$ cat config.mk
export PLATFORM = sky130hd
export DESIGN_NAME = alu_issue_flat
export DESIGN_NICKNAME = d
export VERILOG_FILES = /design/src/rtl/alu_issue_if.sv /design/src/rtl/alu_issue.sv /design/src/flat_wrapper.sv
export SDC_FILE = /design/constraint.sdc
export NUM_CORES = 1
export LEC_CHECK = 0
export BUFFER_PORTS_ARGS = -buffer_cell sky130_fd_sc_hd__buf_2
export CORE_ASPECT_RATIO = 0.7
export CORE_UTILIZATION = 54
export DETAILED_ROUTE_END_ITERATION = 16
export PLACE_DENSITY = 0.95
export SKIP_LAST_GASP = 1
export SLEW_MARGIN = 5
export SYNTH_ARGS = -nofsm -noshare
export SYNTH_HDL_FRONTEND = slang
export SYNTH_SLANG_ARGS = --single-unit
export TNS_END_PERCENT = 100
$ cat constraint.sdc
create_clock -name clk -period 3.93 [get_ports clk]
set_clock_uncertainty 0.1 [all_clocks]
set_input_delay 0.786 -clock clk [delete_from_list [all_inputs] [get_ports clk]]
set_output_delay 0.786 -clock clk [all_outputs]
set_load 0.05 [all_outputs]
$ cat src/rtl/alu_issue_if.sv
// Command/result handshake bundle between an upstream issuer, the alu_issue
// sequencer and the ALU datapath it drives.
interface alu_issue_if #(
   parameter int WIDTH = 8
);
   logic             cmd_valid;
   logic [2:0]       cmd_op;
   logic [WIDTH-1:0] cmd_a;
   logic [WIDTH-1:0] cmd_b;
   logic             cmd_ready;

   logic [2:0]       op;
   logic [WIDTH-1:0] a;
   logic [WIDTH-1:0] b;
   logic [WIDTH-1:0] alu_r;

   logic             res_valid;
   logic             res_ready;
   logic [WIDTH-1:0] res_data;
   logic             res_zero;
   logic             res_err;
   logic [7:0]       done_cnt;

   // master: the environment (issuer, ALU datapath, result consumer)
   modport master (
      output cmd_valid, cmd_op, cmd_a, cmd_b, alu_r, res_ready,
      input  cmd_ready, op, a, b, res_valid, res_data, res_zero, res_err, done_cnt
   );

   modport slave (
      input  cmd_valid, cmd_op, cmd_a, cmd_b, alu_r, res_ready,
      output cmd_ready, op, a, b, res_valid, res_data, res_zero, res_err, done_cnt
   );
endinterface

$ cat src/rtl/alu_issue.sv
// Issue sequencer for a combinational ALU: latches one command, holds it for
// EXEC_CYCLES cycles, captures the result and holds it until it is consumed.
module alu_issue #(
   parameter int WIDTH       = 8,
   parameter int EXEC_CYCLES = 1   // legal range 1..15
) (
   input  logic        clk,
   input  logic        rst_n,
   alu_issue_if.slave  bus
);

   typedef enum logic [1:0] {
      IDLE = 2'd0,
      EXEC = 2'd1,
      RESP = 2'd2
   } state_t;

   localparam logic [3:0] CNT_LOAD  = 4'(EXEC_CYCLES - 1);
   localparam logic [2:0] OP_RESVD  = 3'd7;

   state_t     state;
   logic [3:0] cnt;

   // Every output is a flop, so no input reaches an output combinationally;
   // cmd_ready/res_valid are kept as registered copies of the state decode.
   // NOTE: all state uses non-blocking assignments so every flop samples the
   // pre-edge values regardless of statement order within the block.
   always_ff @(posedge clk or negedge rst_n) begin
      if (!rst_n) begin
         // NOTE: every register, datapath included, is reset asynchronously so
         // an abandoned command leaves no stale operands or result behind.
         state         <= IDLE;
         cnt           <= '0;
         bus.cmd_ready <= 1'b1;
         bus.res_valid <= 1'b0;
         bus.op        <= '0;
         bus.a         <= '0;
         bus.b         <= '0;
         bus.res_data  <= '0;
         bus.res_zero  <= 1'b0;
         bus.res_err   <= 1'b0;
         bus.done_cnt  <= '0;
      end else begin
         case (state)
            IDLE: begin
               if (bus.cmd_valid) begin
                  bus.op        <= bus.cmd_op;
                  bus.a         <= bus.cmd_a;
                  bus.b         <= bus.cmd_b;
                  cnt           <= CNT_LOAD;
                  state         <= EXEC;
                  bus.cmd_ready <= 1'b0;
               end
            end

            EXEC: begin
               if (cnt == 4'd0) begin
                  // Reserved opcode: the ALU output is meaningless, report 0.
                  if (bus.op == OP_RESVD) begin
                     bus.res_data <= '0;
                     bus.res_zero <= 1'b1;
                     bus.res_err  <= 1'b1;
                  end else begin
                     bus.res_data <= bus.alu_r;
                     bus.res_zero <= (bus.alu_r == '0);
                     bus.res_err  <= 1'b0;
                  end
                  state         <= RESP;
                  bus.res_valid <= 1'b1;
               end else begin
                  cnt <= cnt - 4'd1;
               end
            end

            RESP: begin
               // Returning to IDLE costs a cycle in which no command is taken.
               if (bus.res_ready) begin
                  state         <= IDLE;
                  bus.res_valid <= 1'b0;
                  bus.cmd_ready <= 1'b1;
                  if (bus.done_cnt != 8'hFF) begin
                     bus.done_cnt <= bus.done_cnt + 8'd1;
                  end
               end
            end

            default: begin
               state         <= IDLE;
               bus.cmd_ready <= 1'b1;
               bus.res_valid <= 1'b0;
            end
         endcase
      end
   end

endmodule

$ cat src/flat_wrapper.sv
// flat-port wrapper written by rule: the top's interface ports become plain ports
module alu_issue_flat 
#(
   parameter int WIDTH       = 8,
   parameter int EXEC_CYCLES = 1                       
)
  (clk, rst_n, bus_cmd_valid, bus_cmd_op, bus_cmd_a, bus_cmd_b, bus_alu_r, bus_res_ready, bus_cmd_ready, bus_op, bus_a, bus_b, bus_res_valid, bus_res_data, bus_res_zero, bus_res_err, bus_done_cnt);
  alu_issue_if #(.WIDTH(WIDTH)) bus_i ();
  input  logic clk;
  input  logic rst_n;
  input wire logic [$bits(bus_i.cmd_valid)-1:0] bus_cmd_valid;
  input wire logic [$bits(bus_i.cmd_op)-1:0] bus_cmd_op;
  input wire logic [$bits(bus_i.cmd_a)-1:0] bus_cmd_a;
  input wire logic [$bits(bus_i.cmd_b)-1:0] bus_cmd_b;
  input wire logic [$bits(bus_i.alu_r)-1:0] bus_alu_r;
  input wire logic [$bits(bus_i.res_ready)-1:0] bus_res_ready;
  output wire logic [$bits(bus_i.cmd_ready)-1:0] bus_cmd_ready;
  output wire logic [$bits(bus_i.op)-1:0] bus_op;
  output wire logic [$bits(bus_i.a)-1:0] bus_a;
  output wire logic [$bits(bus_i.b)-1:0] bus_b;
  output wire logic [$bits(bus_i.res_valid)-1:0] bus_res_valid;
  output wire logic [$bits(bus_i.res_data)-1:0] bus_res_data;
  output wire logic [$bits(bus_i.res_zero)-1:0] bus_res_zero;
  output wire logic [$bits(bus_i.res_err)-1:0] bus_res_err;
  output wire logic [$bits(bus_i.done_cnt)-1:0] bus_done_cnt;
  assign bus_i.cmd_valid = bus_cmd_valid;
  assign bus_i.cmd_op = bus_cmd_op;
  assign bus_i.cmd_a = bus_cmd_a;
  assign bus_i.cmd_b = bus_cmd_b;
  assign bus_i.alu_r = bus_alu_r;
  assign bus_i.res_ready = bus_res_ready;
  assign bus_cmd_ready = bus_i.cmd_ready;
  assign bus_op = bus_i.op;
  assign bus_a = bus_i.a;
  assign bus_b = bus_i.b;
  assign bus_res_valid = bus_i.res_valid;
  assign bus_res_data = bus_i.res_data;
  assign bus_res_zero = bus_i.res_zero;
  assign bus_res_err = bus_i.res_err;
  assign bus_done_cnt = bus_i.done_cnt;
  alu_issue #(.WIDTH(WIDTH), .EXEC_CYCLES(EXEC_CYCLES)) u_core (.clk(clk), .rst_n(rst_n), .bus(bus_i));
endmodule
# Word-level counts from Yosys, hierarchy flattened

Index checks and enable logic that the tools add are counted.
Widths: inputs -> output; s select.

Bits of input ports: 31
Output and inout port bits: 39
Register bits after elaboration: 45
Word-level logic and storage cells: 50

Equality and inequality tests: 8
Add/sub/neg operators: 2
Multiplexer cells: 16
Bitwise gates (word level): 2
Reduce and logical (&&, ||, !) cells: 11

Operators with widths:

| kind                | count |
|---|---|
| $reduce_and 3->1    | 5 |
| $add 8x1->8 const B | 1 |
| $logic_not 8->1     | 1 |
| $mux 4              | 2 |
| $mux 8              | 1 |
| $ne 8x8->1 const B  | 1 |
| $pmux 4 s2          | 1 |
| $mux 1              | 6 |
| $mux 2              | 3 |
| $ne 2x2->1 const B  | 3 |
| $pmux 1 s3          | 2 |
| $pmux 2 s3          | 1 |
| $logic_not 4->1     | 1 |
| $reduce_and 2->1    | 2 |
| $sub 4x1->4 const B | 1 |
| $eq 3x3->1 const B  | 1 |
| $eq 2x1->1 const B  | 1 |
| $eq 2x2->1 const B  | 1 |
| $logic_not 2->1     | 1 |
| $ne 2x1->1 const B  | 1 |
| $not 1->1           | 2 |
| $reduce_bool 2->1   | 1 |

# Depth between registers and ports, before layout

Gate-level depths: netlist of the first run.

Depth in word-level cells: 3
Gate-level depth with buffers: 7
Gate-level depth less buffers: 5

# Worst setup path after synthesis of the first run

No wires, ideal clock.

Path type: register to register
From: register u_core.bus.done_cnt[0]
To: register u_core.bus.done_cnt[1]
Path buffers: 0
Setup time: 0.125 ns
Stages on the path, launching flop included: 5
Clock period less this slack: 1.909 ns
Setup slack: 2.021 ns
Arrival: 1.684 ns
Cell sequence: dfrtp_1 ha_1 nand3_1 o21ai_0 mux2_2

Word-level cells in the longest chain between the ends: 2
Elaborated cells on any way between the ends: 3
Classes of those cells: add/sub (1); eq/ne (1); reduce/logical (1)

Ends and longest elaborated chain:

| what                                                                | RTL line           | source |
|---|---|---|
| from (decl)                                                         | alu_issue_if.sv:32 | `output cmd_ready, op, a, b, res_valid, res_data, res_zero, res_err, done_cnt` |
| from (signal assigned)                                              | alu_issue.sv:82    | `bus.done_cnt <= bus.done_cnt + 8'd1;` |
| parallel branches: the longest is 2 deep, another holds $add 8x1->8 | n/a                |  |

Parallel ways; which one is timed is not known.
A chain may end at the register's enable or synchronous reset.

# Worst setup path after layout of the first run

From: register u_core.cnt[0]
To: register u_core.bus.res_zero

Word-level cells in the longest chain between the ends: 2

Ends and longest elaborated chain:

| what                       | RTL line           | source |
|---|---|---|
| from (decl)                | alu_issue.sv:22    | `logic [3:0] cnt;` |
| from (signal assigned)     | alu_issue.sv:71    | `cnt <= cnt - 4'd1;` |
| $logic_not 4->1            | alu_issue.sv:57    | `if (cnt == 4'd0) begin` |
| $reduce_and 2->1 (no line) | n/a                |  |
| to (signal assigned)       | alu_issue.sv:65    | `bus.res_zero <= (bus.alu_r == '0);` |
| to (decl)                  | alu_issue_if.sv:32 |  |

Every way passes these cells.

==> flow_summary.ini, run 1 <==
[timing]
setup-tns-final_ps = 0
hold_viol = 0
report.final.slew_viol_count = 0
min_period_over_period = 0.526
finalSetupViolCount = 0
slew-limit-headroom = 0.364
max_freq_ghz = 0.484
min_period_ps = 2070
rsz0062_at_grt = false
tightest_slew_ps = 954

[clock_tree]
clk_latency_ps = 290
postCtsHoldBufs = 0
clk_path_buf_depth = 2
cts_tree = built
cts_sinks = 45
clockRootBuffer = clkbuf_8
cts_resized = 0
h-tree-depth = 2
cts_made_buffers = 5
clk_pin_slew_worst_paths_ps = 90
cts_setup_buffers = 0

[yosys]
synth_compound_area_frac = 0.112
syn_inst = 166
ys_seq_elements = 45
synth_edf_count = 0
synthMuxAreaShare = 0.156
synth.largest_area_cell = dfrtp_1
synth_area_sq_um = 2090
async_flop_share = 1.00
ys.flop_type = dfrtp_1
synth_fp_nets = 200
synth_xor_area_frac = 0.0168
yosys.area.top_type_share = 0.527
synth_simple_gate_area_frac = 0.125
ys_types = 40
synthAdderAreaFrac = 0.0180
ys_seq_area_frac = 0.540
synthTopCellsByArea = dfrtp_1 (53%), mux2_4 (13%), o31ai_1 (3.2%)
synth_area_per_cell_sq_um = 12.6
ys_warn_count = 0
synth_top_family_by_area = multiplexers

[detailed_routing]
viasPerCell = 5.44
first_iter_violations = 52
drt_pass1_iterations = 4
via_count = 1555
route.detailed.wl_per_inst_um = 14.8
drcViolationCount = 0
ant_nets = 0
totalWireLength_mm = 4.23

[final_layout]
fillers = 266
final_layout_size_suffix_gt1_frac = 0.441
fin_area_sq_um = 2580
layout.nets = 269
diodes = 0
area_growth_pct = 23.4
finish.utilization = 0.715
layoutNonFillerInstCount = 286

[place]
routabilityCongestion = 0.773
place_area_sq_um = 2440
dp_hpwl_mm = 2.94
place_inst = 278
portBuffers = 69

[worst_setup_path]
cp_data_required_time_ps = 4010
reg2reg_from = u_core.cnt[0]
cp-start-kind = flop
slowest_delay_ps = 620
cp-startpoint = u_core.cnt[0]
critPathBufInv = 1
crit_fanout = 20
cp_slowest_cell = or3b_1
cp-end-kind = flop
crit_chain = inv_1 > ha_1 > or3b_1 > nor2_4 > mux2_2
critPathArrivalTime_ps = 2150
path_class = reg -> reg
crit_family = simple AND/OR/NAND/NOR gates

[power_and_ir_drop]
power_mw = 2.57
power_density_nw_per_um2 = 998
vdd_drop_max_mv = 0.683
p_leak_nw = 1.35

[floorplan]
die_w_um = 76.4
io_pins = 70
initial_core_util = 0.580
coreArea_sq_um = 3600
num_rows = 18
dieArea_sq_um = 4130
die_h_um = 54.0

[global_route]
grt_max_degree = 46
antenna_found_initial = 0
grt_usage = 0.225
grt_pass1_vias = 1439
grt_pass1_wl_mm = 6.82
grt_overflow = 0

[hold_path]
min-delay-start = u_core.bus.b[5]
worst_hold_path_type = reg -> reg

[run_status]
status = complete, no violations

[flow_run]
max_cap_violations = 0
-- layer usage --
layer  vias to the layer above  part of all wire  GRT usage
met1                       740              0.45      0.286
li1                        744                 -          -
met2                        67              0.45      0.362
met5                         -                 0          0
met4                         0            0.0090     0.0929
met3                         4             0.086     0.0746
-- final timing paths --
path | slack (ps) | to | cells past startpoint
hold / removal | 410 | u_core.bus.b[5] | 1
max in group asynchronous | 2610 | u_core.bus.res_data[2] | 1
hold reg to reg | 410 | u_core.bus.b[5] | 1
setup reg to reg | 1860 | u_core.bus.res_zero | 5
setup / recovery | 1860 | u_core.bus.res_zero | 5
min in group asynchronous | 540 | u_core.bus.done_cnt[6] | 1
-- area by class of cell --
cell class | instances | area, sq um | area share
Clock inverter | 3 | 65.1 | 0.0252
Sequential cell | 45 | 1130 | 0.437
Multi-Input combinational cell | 110 | 893 | 0.347
Inverter | 4 | 15.0 | 0.00583
Tap cell | 50 | 62.6 | 0.0243
Timing Repair Buffer | 69 | 345 | 0.134
Clock buffer | 5 | 68.8 | 0.0267
-- through the flow --
step	hold WS (ps)	setup slack, ps
CTS	408	1870
global placement	383	1880
detailed placement	387	1870
finish	409	1860
global route	420	1710
floorplan	390	2020
-- state kept, by name (all words and copies together) (netlist names) --
register              count
u_core.bus.a              8
u_core.bus.res_data       8
u_core.bus.done_cnt       8
u_core.bus.res_err        1
u_core.bus.res_valid      1
u_core.bus.b              8
u_core.bus.op             3
u_core.bus.res_zero       1
u_core.state              2
u_core.bus.cmd_ready      1
u_core.cnt                4
-- cells by family after synthesis --
logic type | Yosys count
compound gates | 36
fa+ha+maj | 3
xor+xnor | 4
flops | 45
mux | 23
buf+inv | 11
simple gates | 44
-- cells in the mapped netlist (2+ instances only) --
library cell,number
a21oi_1,3
nor2_1,3
nand2_1,13
mux2_2,5
nand3_1,7
o21ai_0,13
xor2_1,3
nand2b_1,3
nor3_1,3
a211oi_1,3
o31ai_1,9
or4_1,3
inv_1,4
ha_1,3
dfrtp_1,44
buf_6,3
clkbuf_1,2
o211ai_1,2
mux2_4,18
o311ai_0,2
-- cells in the final DEF (no fill, tap or decap), types with 2 or more instances in the layout --
cell type  instances
o31ai_1            9
xor2_1             3
ha_1               3
nor2_1             3
a211oi_1           3
buf_2             69
or4_1              3
nand3_1            7
inv_1              4
mux2_2             5
nand2b_1           3
nor3_1             3
bufinv_16          2
o311ai_0           2
o21ai_0           13
a21oi_1            3
nand2_1           13
mux2_4            18
clkbuf_8           5
dfrtp_1           44
o211ai_1           2
-- report_power, final --
group	total, mW	switching [mW]	internal (mW)	leakage (nW)
sequential	0.811	0.147	0.665	0.556
combinational	1.35	0.939	0.413	0.721
clock	0.409	0.157	0.253	0.0681
total	2.57	1.24	1.33	1.35
Power figures use the tool's default switching activity.
==> run 2: changes to the inputs <==
--- a/config.mk
+++ b/config.mk
@@ -5,11 +5,12 @@
 export SDC_FILE = /design/constraint.sdc
 export NUM_CORES = 1
 export LEC_CHECK = 0
+export ABC_AREA = 1
 export BUFFER_PORTS_ARGS = -buffer_cell sky130_fd_sc_hd__buf_2
 export CORE_ASPECT_RATIO = 0.7
-export CORE_UTILIZATION = 54
+export CORE_UTILIZATION = 49
 export DETAILED_ROUTE_END_ITERATION = 16
-export PLACE_DENSITY = 0.95
+export PLACE_DENSITY = 0.88
 export SKIP_LAST_GASP = 1
 export SLEW_MARGIN = 5
 export SYNTH_ARGS = -nofsm -noshare
==> constraint.sdc (replaced) <==
create_clock -name clk -period 2.1 [get_ports clk]
set_clock_uncertainty 0.1 [all_clocks]
set_input_delay 0.42 -clock clk [delete_from_list [all_inputs] [get_ports clk]]
set_output_delay 0.42 -clock clk [all_outputs]
set_load 0.05 [all_outputs]
==> run 2 against run 1 <==
Compared with the run above:
- worst hold slack worse by 170 ps
- flip-flop and latch count is the same
- sequential share of layout area rose by 0.085 points
- synthesized area down 2.3%
- largest power group unchanged
- largest cell class unchanged
- first-iteration DRC count up 33%
- critical endpoint is now bus_cmd_ready
- total power increased by 87%
- core utilization is 6.3 points lower
==> flow_summary.ini, run 2 <==
[worst_setup_path]
crit_family = flip-flops
crit_fanout = 2
critPathBufInv = 1
cp-startpoint = u_core.bus.cmd_ready
critical_path_depth = 1
cp_data_required_time_ps = 1580
cp-start-kind = flop
r2r_cells = 5
critPathArrivalTime_ps = 1100
critical_path.endpoint = bus_cmd_ready
reg2reg_from = u_core.state[1]
cp-end-kind = output pin
cp_slowest_cell = dfstp_2
path_class = reg -> out
slowest_delay_ps = 550
r2r_end = u_core.cnt[2]
r2r_setup_slack_ps = 630
crit_chain = buf_2

[detailed_routing]
first_iter_violations = 69
viasPerCell = 4.92
ant_nets = 0
route.detailed.wl_per_inst_um = 11.8
totalWireLength_mm = 4.30
drt_pass1_iterations = 6
via_count = 1792
drcViolationCount = 0

[timing]
min_period_ps = 1620
report.final.slew_viol_count = 0
min_period_over_period = 0.769
rsz0062_at_grt = false
setup-tns-final_ps = 0
slew-limit-headroom = 0.693
whs_ps = 238
max_freq_ghz = 0.619
finalSetupViolCount = 0
hold_viol = 0
tightest_slew_ps = 461

[floorplan]
die_h_um = 56.0
initial_core_util = 0.517
coreArea_sq_um = 3950
die_w_um = 79.1
num_rows = 19
dieArea_sq_um = 4430
io_pins = 70

[final_layout]
layout.nets = 345
fillers = 360
final-seq-area_sq_um = 1130
final_layout_size_suffix_gt1_frac = 0.317
final_common_cell = nand2_1
diodes = 0
final_cell_mix = nand2_1 (79), buf_2 (69), dfrtp_1 (44), nand3_1 (31), nor2_1 (17)
multi_input_area_sq_um = 800
area_growth_pct = 26.1

[clock_tree]
clk_pin_slew_worst_paths_ps = 80
cts_setup_buffers = 0
clk_latency_ps = 290
cts_sinks = 45
cts_tree = built
postCtsHoldBufs = 1
cts_resized = 0
clockRootBuffer = clkbuf_8
clk_path_buf_depth = 2
cts_made_buffers = 5
h-tree-depth = 2

[global_route]
grt_pass1_wl_mm = 7.45
antenna_found_initial = 0
grt_max_degree = 27
grt_overflow = 0
grt_pass1_vias = 1717
grt_usage = 0.217

[yosys]
synthAdderAreaFrac = 0.0184
synth_fp_nets = 271
ys_seq_area_frac = 0.552
ys_types = 26
async_flop_share = 1.00
synthMuxAreaShare = 0
syn_inst = 237
synth_commonest_cells = nand2_1 (79), dfrtp_1 (44), nand3_1 (31)
ys_seq_elements = 45
synth.most_common_cell = nand2_1
ys_warn_count = 0
synthTopCellsByArea = dfrtp_1 (54%), nand2_1 (15%), nand3_1 (7.6%)
synth_xor_area_frac = 0.0215
synth_area_per_cell_sq_um = 8.61
synth.largest_area_cell = dfrtp_1
synth_top_family_by_area = simple AND/OR/NAND/NOR gates
synth_simple_gate_area_frac = 0.313
yosys.area.top_type_share = 0.540
synth_compound_area_frac = 0.0392
ys.flop_type = dfrtp_1
synth_area_sq_um = 2040
synth_edf_count = 0

[power_and_ir_drop]
power_density_nw_per_um2 = 1870
vdd_drop_max_mv = 1.22
p_leak_nw = 1.41

[hold_path]
worst_hold_path_type = in -> reg

[flow_run]
max_cap_violations = 0

[place]
routabilityCongestion = 0.845
dp_hpwl_mm = 3.18
portBuffers = 69

[run_status]
status = complete, no violations
run 2: worst min-delay path by stage:
stage,startpoint,endpoint,slack (ps),cells past startpoint
2_1_floorplan,rst_n,u_core.bus.a[0],20,0
3_3_place_gp,rst_n,u_core.bus.b[7],300,1
3_5_place_dp,rst_n,u_core.bus.b[7],300,1
4_1_cts,bus_alu_r[5],u_core.bus.res_data[5],230,3
5_1_grt,bus_alu_r[5],u_core.bus.res_data[5],230,3
6_report,bus_alu_r[5],u_core.bus.res_data[5],240,3
run 2: kinds of logic after synthesis:
kind of cell	Yosys count
AO/OA/AOI/OAI	15
XOR/XNOR	5
adder cells (fa/ha/maj)	3
buffers and inverters	25
flip-flops	45
AND/OR/NAND/NOR	144
run 2: metrics by stage:
step | util | instances | worst slack [ps] | power, mW | instance area [sq um]
floorplan | - | 237 | 441 | 3.57 | 2040
global placement | 0.620 | 355 | 712 | 4.09 | 2450
detailed placement | 0.620 | 355 | 672 | 4.16 | 2450
CTS | 0.652 | 364 | 477 | 4.82 | 2570
global route | 0.652 | 364 | 447 | 5.12 | 2570
finish | 0.652 | 364 | 484 | 4.80 | 2570
run 2: routing by layer:
| metal | up-vias | global-route usage | wire length (um) |
|---|---|---|---|
| met2 | 63 | 0.350 | 1950 |
| met1 | 827 | 0.295 | 2090 |
| li1 | 898 | - | - |
| met3 | 4 | 0.0525 | 230 |
| met4 | 0 | 0.0545 | 27 |
| met5 | - | 0 | 0 |
run 2: power by group:
group | leakage (nW) | internal (mW) | total [mW] | switching, mW
sequential | 0.562 | 1.26 | 1.54 | 0.275
combinational | 0.787 | 0.613 | 2.60 | 1.99
clock | 0.0585 | 0.388 | 0.662 | 0.274
run 2: area by class of cell:
type	instances	area share
tap	52	0.0253
timing repair buffer	73	0.152
sequential	45	0.438
clock inverter	1	0.0117
inverter	19	0.0287
multi-input combinational	167	0.311
clock buffer	7	0.0336
==> run 3: changes to the inputs <==
--- a/config.mk
+++ b/config.mk
@@ -5,12 +5,12 @@
 export SDC_FILE = /design/constraint.sdc
 export NUM_CORES = 1
 export LEC_CHECK = 0
-export ABC_AREA = 1
+export ABC_AREA = 0
 export BUFFER_PORTS_ARGS = -buffer_cell sky130_fd_sc_hd__buf_2
 export CORE_ASPECT_RATIO = 0.7
-export CORE_UTILIZATION = 49
+export CORE_UTILIZATION = 50
 export DETAILED_ROUTE_END_ITERATION = 16
-export PLACE_DENSITY = 0.88
+export PLACE_DENSITY = 0.89
 export SKIP_LAST_GASP = 1
 export SLEW_MARGIN = 5
 export SYNTH_ARGS = -nofsm -noshare
==> constraint.sdc (replaced) <==
create_clock -name clk -period 1.5 [get_ports clk]
set_clock_uncertainty 0.1 [all_clocks]
set_input_delay 0.3 -clock clk [delete_from_list [all_inputs] [get_ports clk]]
set_output_delay 0.3 -clock clk [all_outputs]
set_load 0.05 [all_outputs]
==> run 3 against run 2 <==
Compared with the run above:
- the flow now finishes with violations (setup timing)
- routed wire length is 17% higher
- die area is 0.33% higher
- combinational power is 71% higher
- global-route usage is 0.54 points higher
- worst hold slack worse by 110 ps
- clock power is 41% higher
- cell count is 13% lower
- largest cell class unchanged
==> flow_summary.ini, run 3 (synthesis gave the netlist of run 1 again) <==
[detailed_routing]
totalWireLength_mm = 5.04
drt_pass1_iterations = 4
route.detailed.wl_per_inst_um = 15.9
drcViolationCount = 0
viasPerCell = 5.42
ant_nets = 0
via_count = 1725
first_iter_violations = 50

[timing]
max_freq_ghz = 0.590
rsz0062_at_grt = true
report.final.slew_viol_count = 0
min_period_ps = 1700
whs_ps = 130
min_period_over_period = 1.13
tightest_slew_ps = 343
hold_viol = 0
setup-tns-final_ps = -2070
finalSetupViolCount = 21
slew-limit-headroom = 0.771
fin_ws_ps = -196

[place]
portBuffers = 69
routabilityCongestion = 0.923
dp_hpwl_mm = 3.10
place_area_sq_um = 2630
place_inst = 300
pre_cts_ws_ps = -252

[worst_setup_path]
reg2reg_from = u_core.cnt[0]
r2r_end = u_core.bus.res_data[3]
path_class = reg -> reg
cp-start-kind = flop
cp_data_required_time_ps = 1570
crit_fanout = 18
r2r_setup_slack_ps = -200
critPathArrivalTime_ps = 1770
r2r_cells = 6
cp-end-kind = flop

[clock_tree]
cts_made_buffers = 5
clk_latency_ps = 300
clk_path_buf_depth = 2
clk_pin_slew_worst_paths_ps = 80
clockRootBuffer = clkbuf_8
cts_tree = built
cts_sinks = 45
h-tree-depth = 2

[global_route]
grt_overflow = 0
busiest_layer = met2
grt_max_degree = 24
antenna_found_initial = 0
gr-usage-met2 = 0.336
grt_usage = 0.222
grt_util_met1 = 0.313
grt_pass1_wl_mm = 7.35
grtUsageMet3 = 0.0770
grt_pass1_vias = 1556

[power_and_ir_drop]
power_density_nw_per_um2 = 2500
p_leak_nw = 1.52
power_mw = 7.53
vdd_drop_max_mv = 1.68

[final_layout]
area_growth_pct = 44.1
diodes = 0
final_cell_mix = buf_2 (67), dfrtp_1 (37), buf_4 (24), mux2_4 (20), nand2_1 (13)
layoutNonFillerInstCount = 318
final_common_cell = buf_2
finish.utilization = 0.758
fin_area_sq_um = 3010
layout.nets = 299
final_layout_size_suffix_gt1_frac = 0.628

[run_status]
violations = setup timing
status = finished with violations

[floorplan]
dieArea_sq_um = 4450
initial_core_util = 0.526
coreArea_sq_um = 3970
io_pins = 70
die_h_um = 56.1
die_w_um = 79.3
num_rows = 19

[hold_path]
hold_end = u_core.bus.b[7]
worst_hold_path_type = in -> reg
min-delay-start = bus_cmd_b[7]
worstHoldPathCells = 2

[flow_run]
max_cap_violations = 0
-- run 3: routing by layer --
metal  part of all wire  vias up  wire length [um]
met1               0.45      842              2290
met2               0.49       68              2450
met4             0.0038        0                19
met5                  0        -                 0
met3              0.057        2               288
li1                   -      813                 -
-- run 3: how the worst max path moves through the flow --
| stage | slack (ps) | endpoint | from |
|---|---|---|---|
| floorplan | -240 | u_core.bus.res_zero | u_core.cnt[0] |
| global placement | -170 | u_core.bus.res_data[5] | u_core.cnt[1] |
| detailed placement | -250 | u_core.bus.res_data[3] | u_core.cnt[0] |
| CTS | -190 | u_core.bus.res_data[0] | u_core.cnt[0] |
| global route | -240 | u_core.bus.res_data[3] | u_core.cnt[0] |
| finish | -200 | u_core.bus.res_data[3] | u_core.cnt[0] |
-- run 3: critical path, cell delays in order (launching register included) --
cell	delay, ps
dfrtp_1	410
inv_2	80
ha_4	120
or3b_4	410
buf_12	170
o21ai_2	180
o31ai_2	100
-- run 3: cell type report --
cell class	instances	area (sq um)
clock buffers	7	86.3
clock inverters	1	30.0
fillers	253	960
inverters	4	15.0
multi-input cells	113	1100
flip-flops and latches	45	1140
well taps	52	65.1
repair buffers	96	579
-- run 3: timing repair --
item | in CTS | in global routing
hold buffers | 1 | 0
resized for setup | 10 | 42
cloned | 2 | 1
endpoints found under the hold margin | 44 | 0
endpoints found under the setup margin | 35 | 38
pin swaps | 4 | 12
buffers inserted | 2 | 5
-- run 3: report_power, final --
part	internal, mW	leakage (nW)	switching [mW]
Combinational	1.64	0.917	2.81
Clock	0.543	0.0585	0.392
Sequential	1.75	0.546	0.391
Total	3.94	1.52	3.59
